==> src/rtl/data_mem_arbiter.sv <==
// data_mem_arbiter: two-master request/grant arbiter and sequencer in front of
// DataMemoryManager. Serialises single commands onto the memory port, waits out
// the read latency and returns read data with a one-cycle valid pulse.
// Build option: define DMA_ARB_ROUND_ROBIN_EN for round-robin tie-breaking;
// without it, port 0 has fixed priority on a tie.
module data_mem_arbiter #(
  parameter int unsigned RD_LAT = 1
) (
  input  logic        CLK,
  input  logic        RST,
  input  logic        m0_req_i,
  input  logic        m0_we_i,
  input  logic [31:0] m0_addr_i,
  input  logic [31:0] m0_wdata_i,
  input  logic [31:0] m0_bmode_i,
  output logic        m0_gnt_o,
  output logic        m0_rvalid_o,
  output logic [31:0] m0_rdata_o,
  input  logic        m1_req_i,
  input  logic        m1_we_i,
  input  logic [31:0] m1_addr_i,
  input  logic [31:0] m1_wdata_i,
  input  logic [31:0] m1_bmode_i,
  output logic        m1_gnt_o,
  output logic        m1_rvalid_o,
  output logic [31:0] m1_rdata_o,
  output logic [31:0] mem_addr_o,
  output logic [31:0] mem_data_o,
  output logic        mem_wren_o,
  output logic [31:0] mem_bmode_o,
  input  logic [31:0] mem_data_i,
  output logic        busy_o
);

  typedef enum logic [1:0] {
    IDLE  = 2'd0,
    ISSUE = 2'd1,
    WAIT  = 2'd2,
    RESP  = 2'd3
  } state_e;

  localparam logic [2:0] LAT_C = 3'(RD_LAT);

  state_e      state_q, state_d;
  logic        win_q, win_d;
  logic        we_q, we_d;
  logic [31:0] addr_q, addr_d;
  logic [31:0] wdata_q, wdata_d;
  logic [31:0] bmode_q, bmode_d;
  logic [2:0]  cnt_q, cnt_d;
  logic [31:0] rdata0_q, rdata0_d;
  logic [31:0] rdata1_q, rdata1_d;
  logic        gnt0_q, gnt0_d;
  logic        gnt1_q, gnt1_d;
  logic        rv0_q, rv0_d;
  logic        rv1_q, rv1_d;
  logic        wren_q, wren_d;
  logic        busy_q, busy_d;
  logic        pick_s;

`ifdef DMA_ARB_ROUND_ROBIN_EN
  logic        last_q, last_d;

  // Last-grant tracker: remembers which port was issued most recently
  always_comb begin
    last_d = last_q;
    if (state_q == ISSUE) begin
      last_d = win_q;
    end else begin
      last_d = last_q;
    end
  end

  // Last-grant register; port 1 after reset so port 0 wins the first tie
  always_ff @(posedge CLK or posedge RST) begin
    if (RST) begin
      last_q <= 1'b1;
    end else begin
      last_q <= last_d;
    end
  end

  // Winner selection: on a tie the port not granted last wins
  always_comb begin
    pick_s = 1'b0;
    if (m0_req_i && m1_req_i) begin
      pick_s = ~last_q;
    end else begin
      pick_s = ~m0_req_i;
    end
  end
`else
  // Winner selection: port 0 always wins when it requests
  always_comb begin
    pick_s = 1'b0;
    if (m0_req_i) begin
      pick_s = 1'b0;
    end else begin
      pick_s = 1'b1;
    end
  end
`endif

  // Sequencer next-state, command capture and registered output decode
  always_comb begin
    state_d  = state_q;
    win_d    = win_q;
    we_d     = we_q;
    addr_d   = addr_q;
    wdata_d  = wdata_q;
    bmode_d  = bmode_q;
    cnt_d    = cnt_q;
    rdata0_d = rdata0_q;
    rdata1_d = rdata1_q;
    case (state_q)
      IDLE: begin
        if (m0_req_i || m1_req_i) begin
          win_d   = pick_s;
          we_d    = pick_s ? m1_we_i    : m0_we_i;
          addr_d  = pick_s ? m1_addr_i  : m0_addr_i;
          wdata_d = pick_s ? m1_wdata_i : m0_wdata_i;
          bmode_d = pick_s ? m1_bmode_i : m0_bmode_i;
          state_d = ISSUE;
        end else begin
          state_d = IDLE;
        end
      end
      ISSUE: begin
        cnt_d = 3'd1;
        if (we_q) begin
          state_d = IDLE;
        end else begin
          state_d = WAIT;
        end
      end
      WAIT: begin
        if (cnt_q == LAT_C) begin
          if (win_q) begin
            rdata1_d = mem_data_i;
          end else begin
            rdata0_d = mem_data_i;
          end
          state_d = RESP;
        end else begin
          cnt_d = cnt_q + 3'd1;
        end
      end
      RESP: begin
        state_d = IDLE;
      end
      default: begin
        state_d = IDLE;
      end
    endcase
    gnt0_d = (state_d == ISSUE) && !win_d;
    gnt1_d = (state_d == ISSUE) && win_d;
    rv0_d  = (state_d == RESP) && !win_d;
    rv1_d  = (state_d == RESP) && win_d;
    wren_d = (state_d == ISSUE) && we_d;
    busy_d = (state_d != IDLE);
  end

  // State, command and output registers; reset forces the idle outputs at once
  always_ff @(posedge CLK or posedge RST) begin
    if (RST) begin
      state_q  <= IDLE;
      win_q    <= 1'b0;
      we_q     <= 1'b0;
      addr_q   <= 32'h0000_0000;
      wdata_q  <= 32'h0000_0000;
      bmode_q  <= 32'h0000_0000;
      cnt_q    <= 3'd0;
      rdata0_q <= 32'h0000_0000;
      rdata1_q <= 32'h0000_0000;
      gnt0_q   <= 1'b0;
      gnt1_q   <= 1'b0;
      rv0_q    <= 1'b0;
      rv1_q    <= 1'b0;
      wren_q   <= 1'b0;
      busy_q   <= 1'b0;
    end else begin
      state_q  <= state_d;
      win_q    <= win_d;
      we_q     <= we_d;
      addr_q   <= addr_d;
      wdata_q  <= wdata_d;
      bmode_q  <= bmode_d;
      cnt_q    <= cnt_d;
      rdata0_q <= rdata0_d;
      rdata1_q <= rdata1_d;
      gnt0_q   <= gnt0_d;
      gnt1_q   <= gnt1_d;
      rv0_q    <= rv0_d;
      rv1_q    <= rv1_d;
      wren_q   <= wren_d;
      busy_q   <= busy_d;
    end
  end

  assign m0_gnt_o    = gnt0_q;
  assign m1_gnt_o    = gnt1_q;
  assign m0_rvalid_o = rv0_q;
  assign m1_rvalid_o = rv1_q;
  assign m0_rdata_o  = rdata0_q;
  assign m1_rdata_o  = rdata1_q;
  assign mem_addr_o  = addr_q;
  assign mem_data_o  = wdata_q;
  assign mem_bmode_o = bmode_q;
  assign mem_wren_o  = wren_q;
  assign busy_o      = busy_q;

endmodule

==> config.mk <==
export PLATFORM = sky130hd
export DESIGN_NAME = data_mem_arbiter
export DESIGN_NICKNAME = d
export VERILOG_FILES = /design/src/rtl/data_mem_arbiter.sv
export SDC_FILE = /design/constraint.sdc
export NUM_CORES = 1
export LEC_CHECK = 0
export CAP_MARGIN = 25
export CELL_PAD_IN_SITES_DETAIL_PLACEMENT = 1
export CELL_PAD_IN_SITES_GLOBAL_PLACEMENT = 1
export CORE_MARGIN = 2
export CORE_UTILIZATION = 30
export DETAILED_ROUTE_END_ITERATION = 12
export PLACE_DENSITY_LB_ADDON = 0.1
export SYNTH_ARGS = -nofsm -noshare
export SYNTH_HDL_FRONTEND = slang
export SYNTH_SLANG_ARGS = --single-unit
==> constraint.sdc <==
create_clock -name CLK -period 8.2 [get_ports CLK]
set_input_delay 1.64 -clock CLK [delete_from_list [all_inputs] [get_ports CLK]]
set_output_delay 1.64 -clock CLK [all_outputs]
set_load 0.02 [all_outputs]
==> summary.txt <==
Detailed routing
  • DR vias: approximately 6300
  • WL final: around 25 mm
  • First-pass iteration count of the detailed router: 4
  • # DRC: 0
  • Post-DR wirelength/cell: 18.9 um
  • Number of DRC markers in iteration 0: between 200 and 300
  • Post-route ant nets: 0
  • Vias per inst: 4.72

STA
  • Final worst-path cycle share: roughly two fifths
  • Final Worst Setup Slack: about 5 ns
  • Setup violations, final: 0
  • Worst hold slack: about 0.48 ns
  • Min Tclk post-route: between 3 and 4 ns
  • Setup TNS: 0 ns
  • RSZ-0062 raised after global routing: false
  • Final clock skew: 0.0148 ns
  • Max_slew headroom: 36.3%
  • Pins Over Slew Limit: 0
  • Max frequency: 0.319 GHz
  • Final Hold Vio Count: 0
  • Worst slew pin tran: roughly 0.95 ns

Power and ir drop
  • Total power: between 4000 and 5000 uW
  • IR drop worst, VDD: approximately 0.00016 V
  • Pwr/cell area: 374 mW/mm^2
  • P_leak: about 0.0053 uW

Setup path
  • Worst r2r path cells: 5
  • WP data required: 8.49 ns
  • Arrival time at the worst endpoint: between 3 and 4 ns
  • Critical path class: in2reg
  • Top cell family by delay on the critical path: buffers and inverters
  • Crit Path Max Fanout: 56
  • CP Cell Sequence: buf_6 > buf_4 > mux2i_1 > o21ai_0
  • Worst setup SP type: input port
  • Critical path buffer and inverter count: 2
  • Worst setup EP type: register
  • CP Depth: 4
  • Slowest-stage cell, CP: buf_4
  • Slowest stage delay, CP: ~0.70 ns

Status
  • Status: finished clean

Placement
  • Hpwl dp: 18.1 mm
  • IO buf count: approximately 400
  • GP Congestion: 0.702
  • Dpl ws: 4.10 ns

Finish
  • Most frequent cells in the layout: 394 x clkdlybuf4s50_1, 186 x o21ai_0, 173 x dfrtp_1, 97 x mux2i_1, 35 x mux2_2
  • Layout area overhead: 62.8%
  • Sequential cell area: between 0.004 and 0.005 mm^2
  • Commonest non-fill, non-tap cell in the layout: clkdlybuf4s50_1
  • Nets@finish: about 1200
  • Fillers: about 2700
  • Proportion of layout cells with a drive suffix above 1: between 10% and 20%
  • Area occupied by multi-input gates: 0.00305 mm^2
  • Antenna Cells: 0

GRT
  • Largest net degree at the start of global routing: ~110
  • Initial antenna violation count: 0
  • Vias in the first global route: roughly 6600
  • Total global routing overflow: 0
  • Gr busiest metal: met2
  • M1 GR Usage: ~22%
  • Met3 usage: 6.36%
  • Met2 usage: between 30% and 40%
  • First-pass GRT wire length: between 30 and 40 mm
  • GRT Util Overall: 18.3%

Logic synthesis
  • Most used DFF post-synth: dfrtp_1
  • Synth Register Bits: approximately 170
  • Post-Synthesis Cells: around 610
  • Number of synthesized flops with an enable pin: 0
  • Mapped cell area: 0.00765 mm^2
  • Post-synth cell types: 36
  • Synth Warn #: 0
  • Synthesized Nets: ~850
  • Sequential share of the synthesized area: a little under three fifths
  • Syn_area_per_cell: roughly 12 um^2
  • Ys async rst share: 100%

Hold path
  • WHS Path Cells: 1
  • Worst hold path class: reg2reg

Clock tree
  • CTS buffer count: 17
  • CTS Hold Bufs: 0
  • Post-cts sizing count: 0
  • Clk sink count: between 150 and 200
  • H-tree Lvls: 4
  • Clock buffer depth: 2
  • CTS tree: done
  • Reg clk slew, reported paths: approximately 0.070 ns
  • Post-CTS setup buffer count: 0
  • Skew-Pair Late Insertion Delay: approximately 0.43 ns
  • CTS root buffer: clkbuf_16

Job
  • Max Cap Viol: 0

Floorplan
  • Die ar.: ~0.027 mm^2
  • IO Count: around 400
  • Rows: 58
  • Initial Util: 30.5%
  • Die Wd: about 160 um
  • Die extent in y: ~160 um
  • Core box area: between 0.02 and 0.03 mm^2
stage by stage:
stage               std cells  utilization, %  instance area [um^2]
floorplan                 614               -                  7650
CTS                      1326            49.5                 12400
detailed placement       1294            47.0                 11800
global placement         1294            47.0                 11800
finish                   1328            49.6                 12500
global route             1328            49.6                 12500
final timing paths:
path	from	endpoint	slack (ns)
hold reg to reg	we_q$_DFF_PP0_	we_q$_DFF_PP0_	0.48
setup / recovery	m0_req_i	mem_addr_o[20]$_DFFE_PP0P_	5.07
min in group asynchronous	RST	mem_addr_o[9]$_DFFE_PP0P_	1.46
hold / removal	we_q$_DFF_PP0_	we_q$_DFF_PP0_	0.48
setup reg to reg	cnt_q[1]$_DFFE_PP0P_	m1_rdata_o[20]$_DFFE_PP0P_	5.84
max in group asynchronous	RST	m1_rdata_o[31]$_DFFE_PP0P_	5.11
metal layers:
metal / share of wire [%] / up-vias
met5: 0 / -
met3: 8.5 / 26
met4: 1.5 / 0
met2: 51 / 226
li1: - / 2942
met1: 39 / 3077
cells in the mapped netlist (3+ instances only):
cell type	instances	area, um^2
mux2_2	35	394
a21oi_1	3	15.0
buf_4	4	30.0
inv_1	4	15.0
o21ai_1	9	45.0
mux2_4	29	435
clkbuf_2	3	15.0
nor2_1	3	11.3
dfrtp_1	173	4330
buf_2	12	60.1
clkbuf_1	23	86.3
o21ai_0	186	931
mux2i_1	97	971
buf_6	7	78.8
cell families after synthesis:
| kind of cell | share of synthesized area [%] |
|---|---|
| compound gates | 13.5 |
| simple gates | 2.32 |
| flops | 56.6 |
| buf+inv | 3.82 |
| mux | 23.5 |
| fa+ha+maj | 0.327 |
registers in the layout, summed over array words and instances (netlist names), 2 cells and up:
| name | count |
|---|---|
| mem_data_o | 32 |
| mem_addr_o | 32 |
| m0_rdata_o | 32 |
| state_q | 2 |
| mem_bmode_o | 32 |
| cnt_q | 3 |
| m1_rdata_o | 32 |
power breakdown:
part / internal [uW] / switching (uW) / total (uW)
clock network: 417 / 409 / 825
registers: 1270 / 218 / 1490
logic: 1150 / 1190 / 2340
final cells by class:
type,instances,area share [%]
clock buffer,17,3.41
clock inverter,15,1.54
inverter,4,0.161
multi-input combinational,387,24.4
sequential,173,34.7
tap,330,3.31
timing repair buffer,402,32.4
Power figures use the tool's default switching activity.
